`config.mk`:
```
export PLATFORM = sky130hd
export DESIGN_NAME = popcount_accum
export DESIGN_NICKNAME = d
export VERILOG_FILES = /design/src/rtl/popcount_accum.sv
export SDC_FILE = /design/constraint.sdc
export NUM_CORES = 1
export LEC_CHECK = 0
export CORE_ASPECT_RATIO = 1.2
export CORE_MARGIN = 2
export CORE_UTILIZATION = 40
export CTS_CLUSTER_SIZE = 24
export DETAILED_ROUTE_END_ITERATION = 16
export PLACE_DENSITY = 0.66
export SLEW_MARGIN = 30
export SYNTH_ARGS = -nofsm -noshare
export SYNTH_HDL_FRONTEND = slang
export SYNTH_SLANG_ARGS = --single-unit
```
`constraint.sdc`:
```
create_clock -name clk -period 3.9 [get_ports clk]
set_input_delay 0.585 -clock clk [delete_from_list [all_inputs] [get_ports clk]]
set_output_delay 0.585 -clock clk [all_outputs]
set_load 0.005 [all_outputs]
```
`src/rtl/popcount_accum.sv`:
```
// Two-stage popcount pipeline with binary/one-hot outputs and a running
// accumulator of counts that either clamps or wraps on overflow.
`timescale 1ns/1ps
module popcount_accum #(
  parameter int unsigned WIDTH    = 8,
  parameter int unsigned ACC_W    = 12,
  parameter bit          SATURATE = 1'b1,
  localparam int unsigned CNT_W   = $clog2(WIDTH + 1)
) (
  input  logic               clk,
  input  logic               rst_n,
  input  logic               ena,
  input  logic               in_valid,
  input  logic [WIDTH-1:0]   in_data,
  input  logic               clear,
  output logic               out_valid,
  output logic [CNT_W-1:0]   count,
  output logic [WIDTH:0]     onehot,
  output logic [ACC_W-1:0]   acc,
  output logic               acc_sat
);

  localparam int unsigned HALF   = WIDTH / 2;
  localparam int unsigned HALF_W = $clog2(HALF + 1);

  function automatic logic [HALF_W-1:0] pop_half(input logic [HALF-1:0] v);
    logic [HALF_W-1:0] n;
    n = '0;
    for (int i = 0; i < HALF; i++) n = n + HALF_W'(v[i]);
    return n;
  endfunction

  logic              s1_valid;
  logic [HALF_W-1:0] s1_lo, s1_hi;

  logic [HALF_W-1:0] lo_c, hi_c;
  logic [CNT_W-1:0]  sum_c;
  logic [WIDTH:0]    onehot_c;
  logic [ACC_W:0]    acc_sum_c;
  logic [ACC_W-1:0]  acc_nxt_c;
  logic              sat_nxt_c;

  // Half-word popcounts and the full-width stage-2 sum (CNT_W holds WIDTH).
  always_comb begin
    lo_c      = pop_half(in_data[HALF-1:0]);
    hi_c      = pop_half(in_data[WIDTH-1:HALF]);
    sum_c     = CNT_W'(s1_lo) + CNT_W'(s1_hi);
    onehot_c  = (WIDTH + 1)'(1) << sum_c;
    acc_sum_c = (ACC_W + 1)'(acc) + (ACC_W + 1)'(sum_c);
  end

  // Accumulator next state: clear opens a new window, overflow sets the sticky flag.
  always_comb begin
    acc_nxt_c = acc;
    sat_nxt_c = acc_sat;
    if (clear) begin
      acc_nxt_c = s1_valid ? ACC_W'(sum_c) : '0;
      sat_nxt_c = 1'b0;
    end else if (s1_valid) begin
      if (acc_sum_c[ACC_W]) begin
        sat_nxt_c = 1'b1;
        acc_nxt_c = SATURATE ? '1 : acc_sum_c[ACC_W-1:0];
      end else begin
        acc_nxt_c = acc_sum_c[ACC_W-1:0];
      end
    end
  end

  // Stage 1: split popcount.
  always_ff @(posedge clk or negedge rst_n) begin
    if (!rst_n) begin
      s1_valid <= 1'b0;
      s1_lo    <= '0;
      s1_hi    <= '0;
    end else if (ena) begin
      s1_valid <= in_valid;
      if (in_valid) begin
        s1_lo <= lo_c;
        s1_hi <= hi_c;
      end
    end
  end

  // Stage 2: result registers and accumulator.
  always_ff @(posedge clk or negedge rst_n) begin
    if (!rst_n) begin
      out_valid <= 1'b0;
      count     <= '0;
      onehot    <= '0;
      acc       <= '0;
      acc_sat   <= 1'b0;
    end else if (ena) begin
      out_valid <= s1_valid;
      if (s1_valid) begin
        count  <= sum_c;
        onehot <= onehot_c;
      end
      acc     <= acc_nxt_c;
      acc_sat <= sat_nxt_c;
    end
  end

endmodule

```
==> insert_results.sql, run 1 <==
INSERT INTO impl_metrics (metric_group, metric, value, unit) VALUES
('yosys', 'ys_seq_area_frac', '0.4418', ''),
('critical_path', 'reg2reg_from', 's1_lo[0]', ''),
('yosys', 'synth_mux_area_frac', '0.03509', ''),
('clock_network', 'path_clk_slew', '0.08', 'ns'),
('placed_design', 'port_buffers', '39', ''),
('floorplan', 'die-area', '5387', 'µm²'),
('clock_network', 'cts.repair.resized', '0', ''),
('run_status', 'run_status', 'complete, no violations', ''),
('clock_network', 'max-clock-path-buffers', '2', ''),
('sta', 'finalHoldViolCount', '0', ''),
('detailed_routing', 'iteration_0_drc_markers', '86', ''),
('critical_path', 'crit_type', 'reg2reg', ''),
('yosys', 'async_reset_ff_frac', '1.000', ''),
('placed_design', 'hpwl', '3.222', 'mm'),
('detailed_routing', 'vias', '1581', ''),
('clock_network', 'holdBufCountCts', '0', ''),
('placed_design', 'gp_congestion', '0.7815', ''),
('sta', 'worst_slew_pin_slew', '0.7184', 'ns'),
('clock_network', 'htree_num_levels', '2', ''),
('detailed_routing', 'antenna_left', '0', ''),
('floorplan', 'die_w', '67.34', 'µm'),
('clock_network', 'clock_tree_from_tritoncts', 'yes', ''),
('yosys', 'synth_xor_xnor_area_share', '0.01365', ''),
('detailed_routing', 'avgRoutedWirePerCell', '15.17', 'µm'),
('yosys', 'synthSimpleGateAreaFrac', '0.1436', ''),
('floorplan', 'floorplan.die.height', '80.01', 'µm'),
('floorplan', 'floorplan.io_pins', '40', ''),
('min_path', 'timing.hold.worst.class', 'reg2reg', ''),
('yosys', 'synth_compound_area_frac', '0.1910', ''),
('layout', 'fillers', '439', ''),
('critical_path', 'cp_data_required_time', '4.10', 'ns'),
('floorplan', 'initial_utilization', '0.4161', ''),
('power', 'max-vdd-ir-drop', '0.3595', 'mV'),
('layout', 'final_cells', '287', ''),
('layout', 'multiInputGateArea', '968.4', 'µm²'),
('yosys', 'synth_fa_ha_area_frac', '0.1196', ''),
('yosys', 'post_synth_instance_area', '1926', 'µm²'),
('sta', 'unrepaired_setup_endpoints_after_global_routing', 'false', ''),
('grt', 'globalRouteTotalUtil', '0.1840', ''),
('clock_network', 'worstSkewPairLatency', '0.29', 'ns'),
('layout', 'finish.net_count', '257', ''),
('layout', 'reg_area', '850.8', 'µm²'),
('critical_path', 'crit_path_start', 's1_lo[0]', ''),
('sta', 'setup_viol', '0', ''),
('yosys', 'dominantRegCellSynth', 'sky130_fd_sc_hd__dfrtp_1', ''),
('min_path', 'worstHoldEndpoint', 'count[3]', ''),
('sta', 'slew_headroom', '0.5202', ''),
('critical_path', 'cp-start-kind', 'register', ''),
('min_path', 'whs_path_depth', '2', ''),
('flow_run', 'max_cap_viol_count', '0', ''),
('yosys', 'synth_top_family_by_area', 'compound AO/OA/AOI/OAI gates', ''),
('grt', 'grt_overflow', '0', ''),
('sta', 'max_clock_freq', '301.0', 'MHz'),
('yosys', 'synth_seq_cells', '34', ''),
('power', 'p_leak', '1.107', 'nW'),
('detailed_routing', 'drt-total-wl', '4.353', 'mm'),
('yosys', 'synth_nets', '217', ''),
('critical_path', 'rrSetupSlack', '0.58', 'ns'),
('floorplan', 'core.rowCount', '27', ''),
('grt', 'vias_in_the_first_global_route', '1686', ''),
('critical_path', 'crit_fanout', '11', ''),
('placed_design', 'post_dp_cell_area', '2357', 'µm²'),
('clock_network', 'cts_made_buffers', '5', ''),
('sta', 'final_max_slew_viol_count', '0', ''),
('yosys', 'post_synth.cell_area_avg', '10.24', 'µm²'),
('detailed_routing', 'first_pass_iters', '4', ''),
('yosys', 'synth_cells', '188', ''),
('grt', 'grt_start_max_net_pins', '35', ''),
('yosys', 'synth_warnings', '0', ''),
('power', 'p_per_area', '586.8', 'nW/µm²'),
('sta', 'finalSetupTns', '0', 'ns');
per-layer routing:
layer	track usage	share of wire	wire length (µm)	up-vias
li1	-	-	-	762
met1	0.2099	0.41	1794	761
met2	0.3238	0.53	2298	48
met3	0.04513	0.040	174	10
met4	0.07143	0.020	85	0
met5	0	0	0	-
how the worst max path moves through the flow:
| stage | end | depth (start not counted) |
|---|---|---|
| after floorplan | acc[5] | 9 |
| after global placement | acc[7] | 8 |
| after detailed placement | acc[7] | 8 |
| after CTS | acc[7] | 8 |
| after global routing | acc[7] | 8 |
| final | acc[7] | 8 |
sequential cells by signal (all words and copies together), names as in the netlist:
signal,count
acc,12
acc_sat,1
count,4
onehot,9
out_valid,1
s1_hi,3
s1_lo,3
s1_valid,1
synth_stat cells (3+ instances only):
cell	number	area [µm²]
sky130_fd_sc_hd__a21oi_1	8	40.04
sky130_fd_sc_hd__inv_1	18	67.56
sky130_fd_sc_hd__ha_1	12	150.1
sky130_fd_sc_hd__nor2_1	9	33.78
sky130_fd_sc_hd__xnor2_1	3	26.28
sky130_fd_sc_hd__nand3_1	5	25.02
sky130_fd_sc_hd__mux2_2	6	67.56
sky130_fd_sc_hd__dfrtp_1	34	850.8
sky130_fd_sc_hd__buf_2	4	20.02
sky130_fd_sc_hd__nand2_2	3	18.77
sky130_fd_sc_hd__nand4_1	5	31.28
sky130_fd_sc_hd__a31oi_1	4	25.02
sky130_fd_sc_hd__and3_1	3	18.77
sky130_fd_sc_hd__o211ai_1	3	22.52
sky130_fd_sc_hd__nand2_1	18	67.56
sky130_fd_sc_hd__o21ai_0	5	25.02
sky130_fd_sc_hd__a211oi_1	3	22.52
sky130_fd_sc_hd__a22o_1	6	52.55
sky130_fd_sc_hd__fa_1	4	80.08
worst max-delay path: stages (launching register included):
cell                        delay (ns)
sky130_fd_sc_hd__dfrtp_1          0.38
sky130_fd_sc_hd__ha_1             0.23
sky130_fd_sc_hd__fa_1             0.64
sky130_fd_sc_hd__inv_1            0.14
sky130_fd_sc_hd__fa_1             0.46
sky130_fd_sc_hd__nand3b_1         0.23
sky130_fd_sc_hd__a211oi_2         0.63
sky130_fd_sc_hd__a2111oi_0        0.24
sky130_fd_sc_hd__a211oi_1         0.29
through the flow:
step	setup WS (ns)	total power (W)	utilization	hold slack, ns
floorplan	1.215	0.0008669	-	0.2894
global placement	0.7477	0.001133	0.5093	0.4675
detailed placement	0.6033	0.001134	0.5093	0.4708
CTS	0.5894	0.001461	0.5323	0.4884
global route	0.3941	0.001558	0.5323	0.5114
finish	0.5777	0.001446	0.5323	0.4787
where the power goes:
| group | leakage [nW] | internal (W) | switching [W] | total (W) |
|---|---|---|---|---|
| combinational | 0.608 | 0.000327 | 0.000279 | 0.000606 |
| clock | 0.0524 | 0.000191 | 0.000131 | 0.000322 |
| sequential | 0.447 | 0.000445 | 0.0000715 | 0.000517 |
| total | 1.11 | 0.000964 | 0.000482 | 0.00145 |
final cells by class:
class	count	area share
Tap cell	58	0.02946
Timing Repair Buffer	40	0.1615
Clock buffer	7	0.03098
Sequential cell	34	0.3454
Multi-Input combinational cell	129	0.3931
Clock inverter	1	0.01219
Inverter	18	0.02743
layout by cell type (no fill, tap or decap), types with 6 or more instances in the layout:
cell                              instances
sky130_fd_sc_hd__a21oi_1                  8
sky130_fd_sc_hd__a22o_1                   6
sky130_fd_sc_hd__clkdlybuf4s50_1         39
sky130_fd_sc_hd__dfrtp_1                 34
sky130_fd_sc_hd__ha_1                    12
sky130_fd_sc_hd__inv_1                   18
sky130_fd_sc_hd__mux2_2                   6
sky130_fd_sc_hd__nand2_1                 18
sky130_fd_sc_hd__nor2_1                   9
logic make-up after synthesis:
group,count (synthesis)
buffers and inverters,25
AOI/OAI and AO/OA,50
DFF,34
xor gates and xnor gates,3
and+or+nand+nor,54
adders and majority gates,16
muxes,6
Power figures use the tool's default switching activity.
==> run 2, diff against run 1 <==
- CTS_CLUSTER_SIZE: 24 -> 30
==> results of run 2 <==
Same layout as run 1: the final DEF is identical, and so are final timing and power.
